==> config.mk <==
export PLATFORM = sky130hd
export DESIGN_NAME = lbuf_video_out_flat
export DESIGN_NICKNAME = d
export VERILOG_FILES = /design/src/rtl/lbuf_video_out_if.sv /design/src/rtl/lbuf_video_out.sv /design/src/flat_wrapper.sv
export SDC_FILE = /design/constraint.sdc
export NUM_CORES = 1
export LEC_CHECK = 0
export CORE_AREA = 3 3 89 91
export DETAILED_ROUTE_END_ITERATION = 12
export DIE_AREA = 0 0 92 94
export GPL_TIMING_DRIVEN = 0
export PLACE_DENSITY = 0.84
export REMOVE_ABC_BUFFERS = 1
export SYNTH_ARGS = -nofsm -noshare
export SYNTH_HDL_FRONTEND = slang
export SYNTH_SLANG_ARGS = --single-unit
==> constraint.sdc <==
create_clock -name pclk -period 2.6 [get_ports pclk]
set_clock_uncertainty 0.2 [all_clocks]
set_input_delay 0.52 -clock pclk [delete_from_list [all_inputs] [get_ports pclk]]
set_output_delay 0.52 -clock pclk [all_outputs]
set_load 0.02 [all_outputs]
==> src/rtl/lbuf_video_out_if.sv <==
// Linebuffer video output bus: RAM read port, PS line handshake and video timing outputs.
interface lbuf_video_out_if #(
  parameter int ADDRESS_WIDTH = 10,
  parameter int WORD_WIDTH    = 32,
  parameter int PIXEL_WIDTH   = 8
);
  logic [WORD_WIDTH-1:0]    i_data;
  logic [ADDRESS_WIDTH-1:0] addr;
  logic                     line_ack;
  logic                     underflow_clr;
  logic                     hsync;
  logic                     vsync;
  logic                     vde;
  logic [PIXEL_WIDTH-1:0]   o_data;
  logic                     req_line;
  logic [12:0]              req_idx;
  logic                     req_bank;
  logic                     req_frame;
  logic                     underflow;
  logic                     line_drop;

  modport master (
    input  i_data, line_ack, underflow_clr,
    output addr, hsync, vsync, vde, o_data,
           req_line, req_idx, req_bank, req_frame, underflow, line_drop
  );

  modport slave (
    output i_data, line_ack, underflow_clr,
    input  addr, hsync, vsync, vde, o_data,
           req_line, req_idx, req_bank, req_frame, underflow, line_drop
  );
endinterface

==> src/rtl/lbuf_video_out.sv <==
// Video timing generator reading pixels from a PS-filled ping-pong linebuffer,
// prefetching one line ahead and blanking lines that were not delivered in time.
module lbuf_video_out #(
  parameter int ADDRESS_WIDTH  = 10,
  parameter int WORD_WIDTH     = 32,
  parameter int PIXEL_WIDTH    = 8,
  parameter int READ_LATENCY   = 1,
  parameter int DISPLAY_WIDTH  = 640,
  parameter int H_FRONT_PORCH  = 16,
  parameter int H_SYNC_PULSE   = 96,
  parameter int H_BACK_PORCH   = 48,
  parameter int DISPLAY_HEIGHT = 480,
  parameter int V_FRONT_PORCH  = 10,
  parameter int V_SYNC_PULSE   = 2,
  parameter int V_BACK_PORCH   = 33,
  parameter bit HSYNC_POL      = 1'b0,
  parameter bit VSYNC_POL      = 1'b0
) (
  input logic             pclk,
  input logic             reset_n,
  lbuf_video_out_if.master bus
);

  localparam int PPW = WORD_WIDTH / PIXEL_WIDTH;
  localparam int KW  = (PPW > 1) ? $clog2(PPW) : 1;
  localparam int AW1 = ADDRESS_WIDTH - 1;
  localparam int RL  = READ_LATENCY;

  localparam logic [12:0] H_TOT = 13'(DISPLAY_WIDTH + H_FRONT_PORCH + H_SYNC_PULSE + H_BACK_PORCH);
  localparam logic [12:0] H_DW  = 13'(DISPLAY_WIDTH);
  localparam logic [12:0] H_SB  = 13'(DISPLAY_WIDTH + H_FRONT_PORCH);
  localparam logic [12:0] H_SE  = 13'(DISPLAY_WIDTH + H_FRONT_PORCH + H_SYNC_PULSE);
  localparam logic [12:0] V_TOT = 13'(DISPLAY_HEIGHT + V_FRONT_PORCH + V_SYNC_PULSE + V_BACK_PORCH);
  localparam logic [12:0] V_DH  = 13'(DISPLAY_HEIGHT);
  localparam logic [12:0] V_SB  = 13'(DISPLAY_HEIGHT + V_FRONT_PORCH);
  localparam logic [12:0] V_SE  = 13'(DISPLAY_HEIGHT + V_FRONT_PORCH + V_SYNC_PULSE);
  localparam logic [12:0] PPW13 = 13'(PPW);

  function automatic logic [PIXEL_WIDTH-1:0] pix_sel(input logic [WORD_WIDTH-1:0] word,
                                                     input logic [KW-1:0]         k);
    logic [WORD_WIDTH-1:0] sh;
    sh = word << (int'(k) * PIXEL_WIDTH);
    return sh[WORD_WIDTH-1 -: PIXEL_WIDTH];
  endfunction

  logic [12:0]    h, v, nxt_v, pf_idx;
  logic           line_act, bank, vde_c, line_start, line_end, pf_hit, ok_now, hs_c, vs_c;
  logic [1:0]     ready, ready_nxt;
  logic           pending, pend_bank, line_ok;
  logic [AW1-1:0] wa;
  logic [KW-1:0]  sel_c;

  logic           vld_p0, en_p0, hs_p0, vs_p0;
  logic [KW-1:0]  sel_p0;
  logic [RL-1:0]  vld_p1, en_p1, hs_p1, vs_p1;
  logic [KW-1:0]  sel_p1 [RL];

  always_ff @(posedge pclk) begin
    if (!reset_n) begin
      h <= '0;
      v <= V_TOT - 13'd1;
    end else if (h == H_TOT - 13'd1) begin
      h <= '0;
      v <= (v == V_TOT - 13'd1) ? '0 : v + 13'd1;
    end else begin
      h <= h + 13'd1;
    end
  end

  always_comb begin
    nxt_v      = v + 13'd1;
    line_act   = (v < V_DH);
    bank       = v[0];
    vde_c      = (h < H_DW) && line_act;
    line_start = (h == '0) && line_act;
    line_end   = (h == H_DW - 13'd1) && line_act;
    pf_hit     = (h == '0) && ((nxt_v < V_DH) || (v == V_TOT - 13'd1));
    pf_idx     = (v == V_TOT - 13'd1) ? '0 : nxt_v;
    // The ready bit is read before any same-cycle ack lands, so a late ack cannot rescue a line.
    ok_now     = line_start ? ready[bank] : line_ok;
    hs_c       = ((h >= H_SB) && (h < H_SE)) ? HSYNC_POL : ~HSYNC_POL;
    vs_c       = ((v >= V_SB) && (v < V_SE)) ? VSYNC_POL : ~VSYNC_POL;
    wa         = AW1'(h / PPW13);
    sel_c      = KW'(h % PPW13);
    ready_nxt  = ready;
    if (bus.line_ack && pending) ready_nxt[pend_bank] = 1'b1;
    if (line_end)                ready_nxt[bank]      = 1'b0;
  end

  always_ff @(posedge pclk) begin
    if (!reset_n) begin
      ready         <= '0;
      pending       <= 1'b0;
      pend_bank     <= 1'b0;
      line_ok       <= 1'b0;
      bus.req_line  <= 1'b0;
      bus.req_idx   <= '0;
      bus.req_bank  <= 1'b0;
      bus.req_frame <= 1'b0;
      bus.underflow <= 1'b0;
      bus.line_drop <= 1'b0;
    end else begin
      ready <= ready_nxt;
      if (pf_hit) begin
        pending   <= 1'b1;
        pend_bank <= pf_idx[0];
      end else if (bus.line_ack) begin
        pending   <= 1'b0;
      end
      bus.req_line  <= pf_hit;
      bus.req_frame <= pf_hit && (pf_idx == '0);
      if (pf_hit) begin
        bus.req_idx  <= pf_idx;
        bus.req_bank <= pf_idx[0];
      end
      if (line_start) line_ok <= ready[bank];
      bus.line_drop <= line_start && !ready[bank];
      if (line_start && !ready[bank]) bus.underflow <= 1'b1;
      else if (bus.underflow_clr)     bus.underflow <= 1'b0;
    end
  end

  // p0: RAM address issue, timing flags captured alongside
  always_ff @(posedge pclk) begin
    if (!reset_n) begin
      bus.addr <= '0;
      vld_p0   <= 1'b0;
      en_p0    <= 1'b0;
      hs_p0    <= ~HSYNC_POL;
      vs_p0    <= ~VSYNC_POL;
    end else begin
      bus.addr <= vde_c ? {bank, wa} : '0;
      vld_p0   <= vde_c;
      en_p0    <= ok_now;
      hs_p0    <= hs_c;
      vs_p0    <= vs_c;
    end
  end

  always_ff @(posedge pclk) sel_p0 <= sel_c;

  // p1: delay line matching the RAM read latency
  always_ff @(posedge pclk) begin
    if (!reset_n) begin
      vld_p1 <= '0;
      en_p1  <= '0;
      hs_p1  <= {RL{~HSYNC_POL}};
      vs_p1  <= {RL{~VSYNC_POL}};
    end else begin
      vld_p1 <= RL'({vld_p1, vld_p0});
      en_p1  <= RL'({en_p1, en_p0});
      hs_p1  <= RL'({hs_p1, hs_p0});
      vs_p1  <= RL'({vs_p1, vs_p0});
    end
  end

  always_ff @(posedge pclk) begin
    sel_p1[0] <= sel_p0;
    for (int i = 1; i < RL; i++) sel_p1[i] <= sel_p1[i-1];
  end

  // p2: output register, pixel picked from the returned word
  always_ff @(posedge pclk) begin
    if (!reset_n) begin
      bus.vde    <= 1'b0;
      bus.hsync  <= ~HSYNC_POL;
      bus.vsync  <= ~VSYNC_POL;
      bus.o_data <= '0;
    end else begin
      bus.vde    <= vld_p1[RL-1];
      bus.hsync  <= hs_p1[RL-1];
      bus.vsync  <= vs_p1[RL-1];
      bus.o_data <= (vld_p1[RL-1] && en_p1[RL-1]) ? pix_sel(bus.i_data, sel_p1[RL-1]) : '0;
    end
  end

endmodule

==> src/flat_wrapper.sv <==
// flat-port wrapper written by rule: the top's interface ports become plain ports
module lbuf_video_out_flat 
#(
  parameter int ADDRESS_WIDTH  = 10,
  parameter int WORD_WIDTH     = 32,
  parameter int PIXEL_WIDTH    = 8,
  parameter int READ_LATENCY   = 1,
  parameter int DISPLAY_WIDTH  = 640,
  parameter int H_FRONT_PORCH  = 16,
  parameter int H_SYNC_PULSE   = 96,
  parameter int H_BACK_PORCH   = 48,
  parameter int DISPLAY_HEIGHT = 480,
  parameter int V_FRONT_PORCH  = 10,
  parameter int V_SYNC_PULSE   = 2,
  parameter int V_BACK_PORCH   = 33,
  parameter bit HSYNC_POL      = 1'b0,
  parameter bit VSYNC_POL      = 1'b0
)
  (pclk, reset_n, bus_i_data, bus_line_ack, bus_underflow_clr, bus_addr, bus_hsync, bus_vsync, bus_vde, bus_o_data, bus_req_line, bus_req_idx, bus_req_bank, bus_req_frame, bus_underflow, bus_line_drop);
  lbuf_video_out_if #(.ADDRESS_WIDTH(ADDRESS_WIDTH), .WORD_WIDTH(WORD_WIDTH), .PIXEL_WIDTH(PIXEL_WIDTH)) bus_i ();
  input logic pclk;
  input logic reset_n;
  input wire logic [$bits(bus_i.i_data)-1:0] bus_i_data;
  input wire logic [$bits(bus_i.line_ack)-1:0] bus_line_ack;
  input wire logic [$bits(bus_i.underflow_clr)-1:0] bus_underflow_clr;
  output wire logic [$bits(bus_i.addr)-1:0] bus_addr;
  output wire logic [$bits(bus_i.hsync)-1:0] bus_hsync;
  output wire logic [$bits(bus_i.vsync)-1:0] bus_vsync;
  output wire logic [$bits(bus_i.vde)-1:0] bus_vde;
  output wire logic [$bits(bus_i.o_data)-1:0] bus_o_data;
  output wire logic [$bits(bus_i.req_line)-1:0] bus_req_line;
  output wire logic [$bits(bus_i.req_idx)-1:0] bus_req_idx;
  output wire logic [$bits(bus_i.req_bank)-1:0] bus_req_bank;
  output wire logic [$bits(bus_i.req_frame)-1:0] bus_req_frame;
  output wire logic [$bits(bus_i.underflow)-1:0] bus_underflow;
  output wire logic [$bits(bus_i.line_drop)-1:0] bus_line_drop;
  assign bus_i.i_data = bus_i_data;
  assign bus_i.line_ack = bus_line_ack;
  assign bus_i.underflow_clr = bus_underflow_clr;
  assign bus_addr = bus_i.addr;
  assign bus_hsync = bus_i.hsync;
  assign bus_vsync = bus_i.vsync;
  assign bus_vde = bus_i.vde;
  assign bus_o_data = bus_i.o_data;
  assign bus_req_line = bus_i.req_line;
  assign bus_req_idx = bus_i.req_idx;
  assign bus_req_bank = bus_i.req_bank;
  assign bus_req_frame = bus_i.req_frame;
  assign bus_underflow = bus_i.underflow;
  assign bus_line_drop = bus_i.line_drop;
  lbuf_video_out #(.ADDRESS_WIDTH(ADDRESS_WIDTH), .WORD_WIDTH(WORD_WIDTH), .PIXEL_WIDTH(PIXEL_WIDTH), .READ_LATENCY(READ_LATENCY), .DISPLAY_WIDTH(DISPLAY_WIDTH), .H_FRONT_PORCH(H_FRONT_PORCH), .H_SYNC_PULSE(H_SYNC_PULSE), .H_BACK_PORCH(H_BACK_PORCH), .DISPLAY_HEIGHT(DISPLAY_HEIGHT), .V_FRONT_PORCH(V_FRONT_PORCH), .V_SYNC_PULSE(V_SYNC_PULSE), .V_BACK_PORCH(V_BACK_PORCH), .HSYNC_POL(HSYNC_POL), .VSYNC_POL(VSYNC_POL)) u_core (.pclk(pclk), .reset_n(reset_n), .bus(bus_i));
endmodule
==> flow_metrics.env <==
export IMPL_die_y_um=94
export IMPL_rr_endpoint="u_core.bus.req_frame$_SDFF_PN0_"
export IMPL_rrSetupSlack_ns=0.16
export IMPL_synth_adder_area_share=0.0139
export IMPL_regToRegStartpoint="u_core.v[1]$_SDFFE_PN0P_"
export IMPL_initial_core_util=0.499
export IMPL_p_per_area_mw_per_mm2=499
export IMPL_dieArea_sq_mm=0.00865
export IMPL_wl_per_cell_um=16.5
export IMPL_clk_latency_ns=0.35
export IMPL_slew_viol_final=0
export IMPL_synth_most_common_cell="dfxtp_1"
export IMPL_crit_fanout=8
export IMPL_ff2ff_path_depth=6
export IMPL_grt_pass1_wl_um=14900
export IMPL_diodes=0
export IMPL_cts_inserted_buffers=9
export IMPL_synthTopCellsByCount="79 x dfxtp_1, 41 x nor2_1, 31 x nand2_1, 22 x nand3_1, 20 x nor3_1"
export IMPL_cts_tree="done"
export IMPL_setup_viol=0
export IMPL_synthMuxAreaShare=0.0528
export IMPL_port_buffers=74
export IMPL_rows=31
export IMPL_period_share=0.940
export IMPL_cp_end_kind="flip-flop"
export IMPL_dieWidth_um=92
export IMPL_firstDrtPassIters=5
export IMPL_min_path_cells=0
export IMPL_async_flop_share=0
export IMPL_grt_pass1_vias=3055
export IMPL_utilization=0.652
export IMPL_synth_top_family_by_area="simple AND/OR/NAND/NOR gates"
export IMPL_synth_compound_area_frac=0.103
export IMPL_synth_simple_area_share=0.274
export IMPL_drtIter0Drc=277
export IMPL_peakVddDrop_mv=0.254
export IMPL_finalCriticalPeriod_ns=2.44
export IMPL_drtAntennaViolNets=0
export IMPL_fin_nets=496
export IMPL_num_vias=3224
export IMPL_startpoint_type="flip-flop"
export IMPL_hold_path_class="flip-flop to flip-flop"
export IMPL_worstPathArrival_ns=2.48
export IMPL_synth_edf_count=0
export IMPL_grt_max_degree=45
export IMPL_crit_required_ns=2.63
export IMPL_synth_area_sq_mm=0.00360
export IMPL_postLayoutCellArea_sq_mm=0.00470
export IMPL_pre_cts_ws_ns=-1.34
export IMPL_total_power_uw=2350
export IMPL_rsz0062_at_grt="no"
export IMPL_cts_htree_levels=3
export IMPL_routabilityCongestion=0.875
export IMPL_worstHoldEndpoint="u_core.sel_p1[0][0]$_DFF_P_"
export IMPL_maxCapViolations=0
export IMPL_ys_types=57
export IMPL_via_per_inst=5.76
export IMPL_cts_root_buf="clkbuf_8"
export IMPL_synthFlopType="dfxtp_1"
export IMPL_pin_count=75
export IMPL_clk_pin_slew_ns=0.08
export IMPL_fmax_mhz=409
export IMPL_avgSynthCellArea_sq_um=9.09
export IMPL_synth_xor_area_share=0.0657
export IMPL_fin_ws_ns=0.155
export IMPL_gr_total_overflow=0
export IMPL_wirelength_um=9260
export IMPL_ys_seq_area_frac=0.439
export IMPL_hold_start="u_core.sel_p0[0]$_DFF_P_"
export IMPL_synthCells=396
export IMPL_clockBufferDepth=2
export IMPL_synth_warnings=0
export IMPL_dpl_hpwl_um=6160
export IMPL_outcome="complete, no violations"
export IMPL_core_area_sq_mm=0.00721
export IMPL_clock_sinks=79
export IMPL_leakage_uw=0.00162
export IMPL_synth_top_area_frac=0.439
export IMPL_synth_seq_cells=79
export IMPL_hold_viol_final=0
export IMPL_grtUsageTotal=0.214
export IMPL_place_area_sq_mm=0.00432
export IMPL_area_growth_pct=30.6
export IMPL_synthTopCellsByArea="dfxtp_1 44%, mux4_2 5.0%, xnor2_1 4.4%"
export IMPL_drive_above_1_share=0.115
export IMPL_maxSlewHeadroom=0.404
export IMPL_drc_errors=0
export IMPL_worst_pin_slew_ns=0.894
export IMPL_grt_antenna_before_repair=0
export IMPL_synth_area_leader_cell="dfxtp_1"
export IMPL_path_class="flip-flop to flip-flop"
power breakdown:
part	switching (uW)	internal (uW)
logic	80.7	113
registers	20.0	1230
clock network	458	449
state kept, by name, summed over array words and instances, names as in the netlist, 2 cells and up:
name,flops
u_core.bus.req_idx,13
u_core.h,13
u_core.v,13
u_core.bus.addr,10
u_core.bus.o_data,8
u_core.ready,2
u_core.sel_p0,2
u_core.sel_p1,2
cell type report:
cell class | count | area [sq um]
fillers | 572 | 2510
multi-input cells | 277 | 1970
flip-flops and latches | 79 | 1580
repair buffers | 78 | 785
clock buffers | 10 | 128
well taps | 99 | 124
clock inverters | 6 | 68.8
inverters | 11 | 45.0
how the worst max path moves through the flow:
stage	depth (start not counted)	endpoint	start
final	6	u_core.bus.req_frame$_SDFF_PN0_	u_core.v[1]$_SDFFE_PN0P_
after global routing	5	u_core.bus.req_frame$_SDFF_PN0_	u_core.v[3]$_SDFFE_PN1P_
after CTS	6	u_core.bus.req_frame$_SDFF_PN0_	u_core.v[1]$_SDFFE_PN0P_
after detailed placement	3	u_core.bus.req_frame$_SDFF_PN0_	reset_n
after global placement	3	u_core.bus.req_frame$_SDFF_PN0_	reset_n
after floorplan	6	u_core.bus.req_idx[2]$_SDFFE_PN0P_	u_core.v[0]$_SDFFE_PN0P_
worst max-delay path: stages (launching register included):
cell and delay, ns:
dfxtp_1 0.46, ha_4 0.22, and4_2 0.33, mux2i_1 0.16
o32ai_4 0.37, nand4_1 0.16, a2111oi_2 0.42
metal layers:
layer / share of wire / up-vias / global-route usage
met5: 0 / - / 0
met3: 0.061 / 24 / 0.0296
met2: 0.50 / 139 / 0.357
met4: 0.027 / 0 / 0.103
li1: - / 1532 / -
met1: 0.41 / 1529 / 0.275
per-stage QoR:
step,TNS [ns],instances,hold WS [ns]
after floorplan,-0.456,366,0.110
after global placement,-32.81,539,0.116
after detailed placement,-35.87,539,0.117
after CTS,0,558,0.134
after global routing,0,560,0.139
final,0,560,0.133
timing repair:
action	4_1_cts	5_1_grt
buffers inserted	2	2
pin swaps	2	3
resized for setup	11	14
hold buffers	0	0
cloned	1	0
setup endpoints to repair	48	25
cells in the final DEF, fill, tap and decap left out, types with 4 or more instances in the layout:
cell type	n
mux4_2	8
a21oi_1	12
nor2_1	41
clkbuf_8	9
dfxtp_1	77
nor4_1	4
nor3_1	19
nand2b_1	5
o221ai_1	5
inv_1	10
and2_1	12
xor2_1	8
and3_1	9
nand3b_1	4
clkdlybuf4s50_1	73
o2111ai_1	4
nand3_1	22
nand2_1	29
xnor2_1	16
nand4_1	12
o211ai_1	4
o21ai_0	12
logic make-up after synthesis:
group	count (synthesis)
AOI/OAI and AO/OA	52
xor gates and xnor gates	27
adders and majority gates	4
buffers and inverters	41
DFF	79
muxes	9
other	1
and+or+nand+nor	183
Note: power is estimated with default switching activity, not from simulation.
